## src/rtl/selector_pkg.sv

```systemverilog
// Shared types and widths for the selector_arb sequencer and the selector4
// nibble-gather datapath it drives.
package selector_pkg;

  // Sequencer states
  typedef enum logic [1:0] {
    IDLE  = 2'd0,
    ISSUE = 2'd1,
    WAIT  = 2'd2,
    RESP  = 2'd3
  } state_e;

  localparam int SEL_W   = 12;  // four 3-bit nibble indices
  localparam int SELAB_W = 4;   // one A/B lane select per output nibble
  localparam int NIB_W   = 16;  // four gathered nibbles

  // Extract nibble idx (0..7) from a 32-bit data word.
  function automatic logic [3:0] pick_nibble(input logic [31:0] data, input logic [2:0] idx);
    return data[{idx, 2'b00} +: 4];
  endfunction

endpackage

```

## src/rtl/selector_arb_if.sv

```systemverilog
// Requester-side bus of selector_arb: per-requester request and gather
// configuration in, grant / completion / result out.
interface selector_arb_if #(
  parameter int NREQ = 4,
  parameter int IDW  = 2
);
  import selector_pkg::*;

  logic [NREQ-1:0]         req;
  logic [NREQ*SEL_W-1:0]   req_sel_a;
  logic [NREQ*SEL_W-1:0]   req_sel_b;
  logic [NREQ*SELAB_W-1:0] req_sel_ab;
  logic [NREQ-1:0]         gnt;
  logic [NIB_W-1:0]        result;
  logic                    done;
  logic [IDW-1:0]          done_id;
  logic                    busy;

  // Client side
  modport master (
    output req, req_sel_a, req_sel_b, req_sel_ab,
    input  gnt, result, done, done_id, busy
  );

  // Arbiter side
  modport slave (
    input  req, req_sel_a, req_sel_b, req_sel_ab,
    output gnt, result, done, done_id, busy
  );

endinterface

```

## src/rtl/selector_arb_rr_pick.sv

```systemverilog
// rr_pick: combinational rotating-priority picker. Searches req starting at
// ptr and wrapping modulo NREQ; reports one-hot grant, binary id and whether
// anything was found. With SELECTOR_ARB_FIXED_PRIO_EN defined the pointer is
// ignored (tied to 0), giving lowest-index-wins priority.
module rr_pick #(
  parameter int NREQ = 4,
  parameter int IDW  = 2
) (
  input  logic [NREQ-1:0] req,
  input  logic [IDW-1:0]  ptr,
  output logic [NREQ-1:0] gnt,
  output logic [IDW-1:0]  id,
  output logic            valid
);

  logic [IDW-1:0] base;

`ifdef SELECTOR_ARB_FIXED_PRIO_EN
  logic unused_ptr;
  assign unused_ptr = ^ptr;
  assign base       = '0;
`else
  assign base = ptr;
`endif

  // First asserted request at or after base, in wrap-around order
  always_comb begin
    logic [IDW-1:0] idx;
    gnt   = '0;
    id    = '0;
    valid = 1'b0;
    idx   = '0;
    for (int i = 0; i < NREQ; i++) begin
      idx = IDW'((int'(base) + i) % NREQ);
      if (!valid && req[idx]) begin
        valid    = 1'b1;
        id       = idx;
        gnt[idx] = 1'b1;
      end
    end
  end

endmodule

```

## src/rtl/selector_arb.sv

```systemverilog
// selector_arb: shares one selector4 gather datapath among NREQ requesters.
// IDLE picks a winner and registers its configuration onto sel_*, ISSUE lets
// selector4 sample it, WAIT captures nibbles with a one-cycle done pulse,
// RESP clears grant and returns to IDLE (one gather per 4 cycles).
// Build option: SELECTOR_ARB_FIXED_PRIO_EN selects fixed lowest-index
// priority instead of round-robin (no rotating pointer in that build).
module selector_arb
  import selector_pkg::*;
#(
  parameter int NREQ = 4,
  parameter int IDW  = 2
) (
  input  logic               clk,
  input  logic               reset,
  selector_arb_if.slave      bus,
  output logic [SEL_W-1:0]   sel_a,
  output logic [SEL_W-1:0]   sel_b,
  output logic [SELAB_W-1:0] sel_ab,
  input  logic [NIB_W-1:0]   nibbles
);

  localparam logic [1:0] ST_IDLE  = IDLE;
  localparam logic [1:0] ST_ISSUE = ISSUE;
  localparam logic [1:0] ST_WAIT  = WAIT;
  localparam logic [1:0] ST_RESP  = RESP;

  logic [1:0]         state_reg;
  logic [IDW-1:0]     id_reg;
  logic [NREQ-1:0]    gnt_reg;
  logic [SEL_W-1:0]   sel_a_reg;
  logic [SEL_W-1:0]   sel_b_reg;
  logic [SELAB_W-1:0] sel_ab_reg;
  logic [NIB_W-1:0]   result_reg;
  logic               done_reg;
  logic [IDW-1:0]     done_id_reg;

  logic [NREQ-1:0]    pick_gnt;
  logic [IDW-1:0]     pick_id;
  logic               pick_valid;

  // Per-requester configuration slices
  logic [SEL_W-1:0]   cfg_a  [NREQ];
  logic [SEL_W-1:0]   cfg_b  [NREQ];
  logic [SELAB_W-1:0] cfg_ab [NREQ];

  for (genvar gi = 0; gi < NREQ; gi++) begin : g_cfg
    assign cfg_a[gi]  = bus.req_sel_a[gi*SEL_W +: SEL_W];
    assign cfg_b[gi]  = bus.req_sel_b[gi*SEL_W +: SEL_W];
    assign cfg_ab[gi] = bus.req_sel_ab[gi*SELAB_W +: SELAB_W];
  end

`ifdef SELECTOR_ARB_FIXED_PRIO_EN
  rr_pick #(.NREQ(NREQ), .IDW(IDW)) u_pick (
    .req   (bus.req),
    .ptr   ('0),
    .gnt   (pick_gnt),
    .id    (pick_id),
    .valid (pick_valid)
  );
`else
  logic [IDW-1:0] rr_ptr_reg;

  rr_pick #(.NREQ(NREQ), .IDW(IDW)) u_pick (
    .req   (bus.req),
    .ptr   (rr_ptr_reg),
    .gnt   (pick_gnt),
    .id    (pick_id),
    .valid (pick_valid)
  );

  // Rotate priority to one past each winner
  always_ff @(posedge clk) begin
    if (reset) begin
      rr_ptr_reg <= '0;
    end else if (state_reg == ST_IDLE && pick_valid) begin
      rr_ptr_reg <= (pick_id == IDW'(NREQ - 1)) ? '0 : pick_id + 1'b1;
    end
  end
`endif

  // Grant / issue / capture / release sequencer
  always_ff @(posedge clk) begin
    if (reset) begin
      state_reg   <= ST_IDLE;
      id_reg      <= '0;
      gnt_reg     <= '0;
      sel_a_reg   <= '0;
      sel_b_reg   <= '0;
      sel_ab_reg  <= '0;
      result_reg  <= '0;
      done_reg    <= 1'b0;
      done_id_reg <= '0;
    end else begin
      case (state_reg)
        ST_IDLE: begin
          if (pick_valid) begin
            id_reg     <= pick_id;
            gnt_reg    <= pick_gnt;
            sel_a_reg  <= cfg_a[pick_id];
            sel_b_reg  <= cfg_b[pick_id];
            sel_ab_reg <= cfg_ab[pick_id];
            state_reg  <= ST_ISSUE;
          end
        end
        ST_ISSUE: begin
          state_reg <= ST_WAIT;
        end
        ST_WAIT: begin
          result_reg  <= nibbles;
          done_reg    <= 1'b1;
          done_id_reg <= id_reg;
          state_reg   <= ST_RESP;
        end
        default: begin
          done_reg  <= 1'b0;
          gnt_reg   <= '0;
          state_reg <= ST_IDLE;
        end
      endcase
    end
  end

  assign sel_a       = sel_a_reg;
  assign sel_b       = sel_b_reg;
  assign sel_ab      = sel_ab_reg;
  assign bus.gnt     = gnt_reg;
  assign bus.result  = result_reg;
  assign bus.done    = done_reg;
  assign bus.done_id = done_id_reg;
  assign bus.busy    = (state_reg != ST_IDLE);

endmodule

```

## src/flat_wrapper.sv

```systemverilog
// flat-port wrapper written by rule: the top's interface ports become plain ports
module selector_arb_flat import selector_pkg::*;
#(
  parameter int NREQ = 4,
  parameter int IDW  = 2
)
  (clk, reset, sel_a, sel_b, sel_ab, nibbles, bus_req, bus_req_sel_a, bus_req_sel_b, bus_req_sel_ab, bus_gnt, bus_result, bus_done, bus_done_id, bus_busy);
  selector_arb_if #(.NREQ(NREQ), .IDW(IDW)) bus_i ();
  input  logic clk;
  input  logic reset;
  output logic [SEL_W-1:0] sel_a;
  output logic [SEL_W-1:0] sel_b;
  output logic [SELAB_W-1:0] sel_ab;
  input  logic [NIB_W-1:0] nibbles;
  input wire logic [$bits(bus_i.req)-1:0] bus_req;
  input wire logic [$bits(bus_i.req_sel_a)-1:0] bus_req_sel_a;
  input wire logic [$bits(bus_i.req_sel_b)-1:0] bus_req_sel_b;
  input wire logic [$bits(bus_i.req_sel_ab)-1:0] bus_req_sel_ab;
  output wire logic [$bits(bus_i.gnt)-1:0] bus_gnt;
  output wire logic [$bits(bus_i.result)-1:0] bus_result;
  output wire logic [$bits(bus_i.done)-1:0] bus_done;
  output wire logic [$bits(bus_i.done_id)-1:0] bus_done_id;
  output wire logic [$bits(bus_i.busy)-1:0] bus_busy;
  assign bus_i.req = bus_req;
  assign bus_i.req_sel_a = bus_req_sel_a;
  assign bus_i.req_sel_b = bus_req_sel_b;
  assign bus_i.req_sel_ab = bus_req_sel_ab;
  assign bus_gnt = bus_i.gnt;
  assign bus_result = bus_i.result;
  assign bus_done = bus_i.done;
  assign bus_done_id = bus_i.done_id;
  assign bus_busy = bus_i.busy;
  selector_arb #(.NREQ(NREQ), .IDW(IDW)) u_core (.clk(clk), .reset(reset), .bus(bus_i), .sel_a(sel_a), .sel_b(sel_b), .sel_ab(sel_ab), .nibbles(nibbles));
endmodule
```

## config.mk

```make
export PLATFORM = sky130hd
export DESIGN_NAME = selector_arb_flat
export DESIGN_NICKNAME = d
export VERILOG_FILES = /design/src/rtl/selector_pkg.sv /design/src/rtl/selector_arb_if.sv /design/src/rtl/selector_arb_rr_pick.sv /design/src/rtl/selector_arb.sv /design/src/flat_wrapper.sv
export SDC_FILE = /design/constraint.sdc
export NUM_CORES = 1
export LEC_CHECK = 0
export ABC_AREA = 1
export CAP_MARGIN = 40
export CORE_ASPECT_RATIO = 0.5
export CORE_MARGIN = 8
export CORE_UTILIZATION = 35
export DETAILED_ROUTE_END_ITERATION = 7
export PLACE_DENSITY = 0.71
export SYNTH_ARGS = -nofsm -noshare
export SYNTH_HDL_FRONTEND = slang
export SYNTH_HIERARCHICAL = 1
export SYNTH_SLANG_ARGS = --single-unit
```

## constraint.sdc

```tcl
create_clock -name clk -period 2.8 [get_ports clk]
set_input_delay 0.84 -clock clk [delete_from_list [all_inputs] [get_ports clk]]
set_output_delay 0.84 -clock clk [all_outputs]
set_load 0.02 [all_outputs]
```

Word level (Yosys, flattened, before mapping) --
Index checks and enable logic that the tools add are counted.
Word-level totals: output and inout bits 52, register bits 57
Cells by class: multiplexer cells 43, equal/unequal tests 4, reductions and logical operators 17, bitwise operators 5, magnitude comparators 9, add/sub/neg operators 4
Operators by type and width (count):
- 12-bit binary-select mux with 2-bit select | 2
- 12-bit two-way mux | 4
- 4-bit two-way mux | 7
- 2-bit by 3-bit less-than comparator with 1-bit output (second input constant) | 4
- 1-bit two-way mux | 12
- 2-bit two-way mux | 6
- 4-bit bitwise OR | 3
- 1-bit binary-select mux with 2-bit select | 4
- 4-bit binary-select mux with 2-bit select | 1
- 1-bit demux with 2-bit select | 4
- 2-bit by 1-bit >= comparator with 1-bit output (second input constant) | 4
- 1-bit logical AND | 8
- 4-bit one-hot mux with 2 select lines | 1
- 2-bit one-hot mux with 3 select lines | 1
- 2-bit by 1-bit adder with 2-bit output (second input constant) | 2
- 2-bit adder (second input constant) | 2
- 2-bit == test (second input constant) | 2
- 2-bit AND reduction | 2
- 2-bit OR reduction | 2
- 3-bit >= comparator (second input constant) | 1
- 1-bit logical NOT | 3
- 2-bit NOT with 3-bit output | 1
- 2-bit by 1-bit == test with 1-bit output (second input constant) | 1
- 2-bit logical NOT | 1
- other kinds (4) | 4

Longest topological paths before layout --
word-level depth 16, depth in mapped cells 17

By module --
Netlist, hierarchy kept.
By module, submodules not included:
- selector_arb | area each 2957.8 µm², instances 1, cells each 461, sequential area each 1141.1 µm²
- rr_pick | area each 440.4 µm², instances 1, cells each 74, sequential area each 0.0 µm²

Worst setup path after synthesis --
OpenSTA, ideal clock, no wires.
path type register to register, start point register u_core.rr_ptr_reg[0], end point register u_core.sel_a_reg[10], in the netlist u_core/sel_a[10], clock period less this slack 2.355 ns, path slack 0.445 ns, arrival time 2.227 ns, stages on the path, launching flop included 17, required time 2.672 ns, buffers on the path 3, cell sequence dfxtp_1 inv_2 ha_1 inv_1 nand3_1 nand2_1 nor2_1 a21oi_1 nand3_1 buf_6 clkinv_2 buf_6 buf_6 nand2_1 nand3_1 nand2_1 a21oi_1
On the way: word-level cells in the longest chain between the ends 16
RTL lines:
- start: declaration | RTL line selector_arb.sv:61 | logic [IDW-1:0] rr_ptr_reg;
- start signal: assignment | RTL line selector_arb.sv:76 | rr_ptr_reg <= (pick_id == IDW'(NREQ - 1)) ? '0 : pick_id + 1'b1;
- branches (longest 11 deep; another with 2-bit by 1-bit adder with 2-bit output)
- 2-bit two-way mux (*) | RTL line selector_arb_rr_pick.sv:35 | if (!valid && req[idx]) begin
- net u_core.pick_id[0] | RTL line selector_arb.sv:38 | logic [IDW-1:0] pick_id;
- 2-bit NOT with 3-bit output (implied by the code) (*) | RTL line selector_arb.sv:99 | sel_a_reg <= cfg_a[pick_id];
- 12-bit binary-select mux with 2-bit select (*) | RTL line selector_arb.sv:99
- 12-bit two-way mux (implied by the code) (*) (2 in a row) | RTL line selector_arb.sv:99
- end signal: assignment | RTL line selector_arb.sv:99
- end: declaration | RTL line selector_arb.sv:30 | logic [SEL_W-1:0] sel_a_reg;
Mark *: on every way through the listed nets, which the timed path passes. The select of a mux whose other input is x is not followed. A chain may end at the register's enable or synchronous reset.

Worst setup path after layout --
start point register u_core.state_reg[0], end point output port bus_busy
On the way: word-level cells in the longest chain between the ends 1
RTL lines:
- start: declaration | RTL line selector_arb.sv:27 | logic [1:0] state_reg;
- start signal: assignment | RTL line selector_arb.sv:84 | state_reg <= ST_IDLE;
- start signal: assignment | RTL line selector_arb.sv:102 | state_reg <= ST_ISSUE;
- start signal: assignment | RTL line selector_arb.sv:106 | state_reg <= ST_WAIT;
- 2-bit nonzero test | RTL line selector_arb.sv:130 | assign bus.busy = (state_reg != ST_IDLE);
- end: declaration | RTL line flat_wrapper.sv:23 | output wire logic [$bits(bus_i.busy)-1:0] bus_busy;
Every way passes these cells.

==> results_dict.tcl <==
set metrics [dict create \
    status "finished, final reports clean" \
    drive_above_1_share_pct 9.34 \
    relSlewSlack_pct 67.6 \
    cts-htree-levels 3 \
    ir_drop_mv 0.669 \
    initial_core_util_pct 36.0 \
    critPathKind "flop to output pin" \
    io_pins 186 \
    drc 0 \
    die_area_um2 13300 \
    slew_violations 0 \
    endpoint "bus_busy" \
    crit_top_cell "inv_1" \
    vias 4060 \
    worst_ep_arrival_time_ps 1740 \
    ys_warn_count 6 \
    setup_viol 0 \
    worstReg2RegStart "u_core/rr_ptr_reg[1]" \
    synthFlopType "dfxtp_1" \
    drt_first_pass_iters 4 \
    drtIter0Drc 209 \
    fp.dieH_um 85.7 \
    core-area_um2 9450 \
    ff2ff_setup_slack_ps 260 \
    stdcell_count 874 \
    post-route-min-period_ps 2580 \
    worstPathRequired_ps 1960 \
    grtUsageTotal_pct 17.7 \
    cp_top_family "buffers and inverters" \
    netlist.area_leader.share_pct 33.6 \
    finalHoldViolCount 0 \
    dpl.cell_count 858 \
    overflow 0 \
    wirelength_mm 12.1 \
    cts_setup_buffers 0 \
    clk_latency_ps 330 \
    grt_antenna_before_repair 0 \
    slowest_stage "clkdlybuf4s50_1" \
    grt_pass1_vias 3953 \
    finClkSkew_ps 7.20 \
    cp-start-kind "flop" \
    yosysTopAreaCell "dfxtp_1" \
    ctsRootBufferMaster "clkbuf_16" \
    final_core_util_pct 62.2 \
    leakage_nw 2.61 \
    cts_sinks 57 \
    hold_path_class "flop to flop" \
    largest_register_ffs 16 \
    synth_area_per_cell_um2 6.35 \
    startpoint "u_core/state_reg[0]" \
    worst-path-buf-inv 3 \
    r2r-end "u_core/sel_a[7]" \
    worstRegToRegCells 14 \
    synth_area_um2 3400 \
    row_count 25 \
    fmaxAchievable_mhz 387 \
    p_per_area_nw_per_um2 1270 \
    yosys-top-cells-area "dfxtp_1 34%, nand2_1 19%, nand3_1 7.4%" \
    synth_edf_count 0 \
    path_clk_slew_ps 50 \
    critical_path_cell_count 4 \
    max-clock-path-buffers 2 \
    nFillCells 860 \
    async_reset_ff_share_pct 0 \
    rsz0062_at_grt "no" \
    cts_resized 0 \
    ys_seq_elements 57 \
    place_congestion 0.871 \
    grt_max_degree 25 \
    final_antenna_net_count 0 \
    vias_per_cell 4.65 \
    post-route-period-util_pct 92.2 \
    tritoncts "yes" \
    yosysSeqAreaShare_pct 33.6 \
    tightest_slew_ps 484 \
    maxCapViolations 0 \
    place_hpwl_mm 9.49 \
    synth_nets 679 \
    synth_cell_types 27 \
    crit_chain "inv_1 > ha_1 > inv_1 > clkdlybuf4s50_1" \
    ctsHoldBuffers 0 \
    crit_path_end_kind "output pin" \
    hold-worst-slack_ps 454 \
    cpPeakStageDelay_ps 620 \
    area_delta_synth_final_pct 72.9 \
    n_antenna_cell 0 \
    synthCells 535 \
    cts-buffers-inserted 9 \
    avgRoutedWirePerCell_um 13.8 \
    die_w_um 155 \
    grt_pass1_wl_mm 19.3 \
    nets 878 \
    port_buffers 185 \
    cp_max_fo 3 \
]
## cell usage after synthesis (4+ instances only)
library cell	instances
a21boi_0	4
a21oi_1	41
buf_2	10
buf_6	9
clkbuf_1	8
dfxtp_1	57
ha_1	10
inv_1	27
nand2_1	172
nand2_2	9
nand3_1	50
nand4_1	7
nor2_1	60
o21ai_0	46
o21ai_1	9
## worst min-delay path, cell delays in order (launching register included)
cell     delay, ps
dfxtp_1        300
inv_1           50
o21ai_1         50
## through the flow
step / setup TNS (ps) / power, mW / instance area (um2) / setup WS, ps
2_1_floorplan: 0 / 4.48 / 3400 / 445
3_3_place_gp: 0 / 6.25 / 5560 / 30.2
3_5_place_dp: -138 / 6.32 / 5560 / -30.0
4_1_cts: 0 / 7.52 / 5880 / 193
5_1_grt: 0 / 8.12 / 5880 / 58.7
6_report: 0 / 7.46 / 5880 / 217
## final cells by class
| cell class | count | area [um2] | share of cell area [%] |
|---|---|---|---|
| inverters | 32 | 121 | 2.07 |
| repair buffers | 219 | 2190 | 37.3 |
| clock inverters | 7 | 93.8 | 1.60 |
| clock buffers | 9 | 225 | 3.83 |
| well taps | 135 | 169 | 2.87 |
| flip-flops and latches | 57 | 1140 | 19.4 |
| multi-input cells | 415 | 1930 | 32.9 |
## metal layers
metal	vias to the layer above	wire [um]	track usage, %
li1	2135	-	-
met1	1785	5110	20.6
met2	131	5970	30.6
met3	9	875	6.02
met4	0	127	5.24
met5	-	0	0
## cell usage in the layout, fill, tap and decap left out
cell type	instances
nand2_1	172
nand3_2	2
clkinv_1	1
buf_12	7
inv_2	3
clkdlybuf4s50_1	185
clkinvlp_4	2
a21boi_0	4
bufinv_16	2
nand2_2	9
o21ai_0	46
clkinv_2	3
clkbuf_16	9
dfxtp_1	57
inv_1	27
nand3_4	1
nor2_4	1
o21ai_1	9
ha_1	10
nand3_1	49
o22ai_1	1
nand4_1	7
buf_4	27
o21ai_2	1
a21oi_1	41
inv_6	1
nor2_1	60
nor3_1	1
nand2_4	1
## worst min path at each step
stage / start / endpoint / slack [ps] / depth (start not counted)
2_1_floorplan: u_core/id_reg[0] / u_core/id_reg[0] / 430 / 2
3_3_place_gp: u_core/id_reg[0] / u_core/id_reg[0] / 450 / 2
3_5_place_dp: u_core/id_reg[0] / u_core/id_reg[0] / 450 / 2
4_1_cts: u_core/bus.gnt[3] / u_core/bus.gnt[3] / 460 / 2
5_1_grt: u_core/bus.gnt[3] / u_core/bus.gnt[3] / 470 / 2
6_report: u_core/bus.gnt[3] / u_core/bus.gnt[3] / 450 / 2
## power breakdown
part	switching (mW)	total [mW]	internal, mW
clock network	0.392	1.17	0.777
logic	2.86	5.02	2.16
registers	0.150	1.28	1.13
total	3.40	7.46	4.06
## cell families after synthesis
kind of cell	count (synthesis)	synth area share, %
AND/OR/NAND/NOR	303	37.6
AO/OA/AOI/OAI	102	15.5
buffers and inverters	63	9.72
flip-flops	57	33.6
adder cells (fa/ha/maj)	10	3.68
Power figures use the tool's default switching activity.
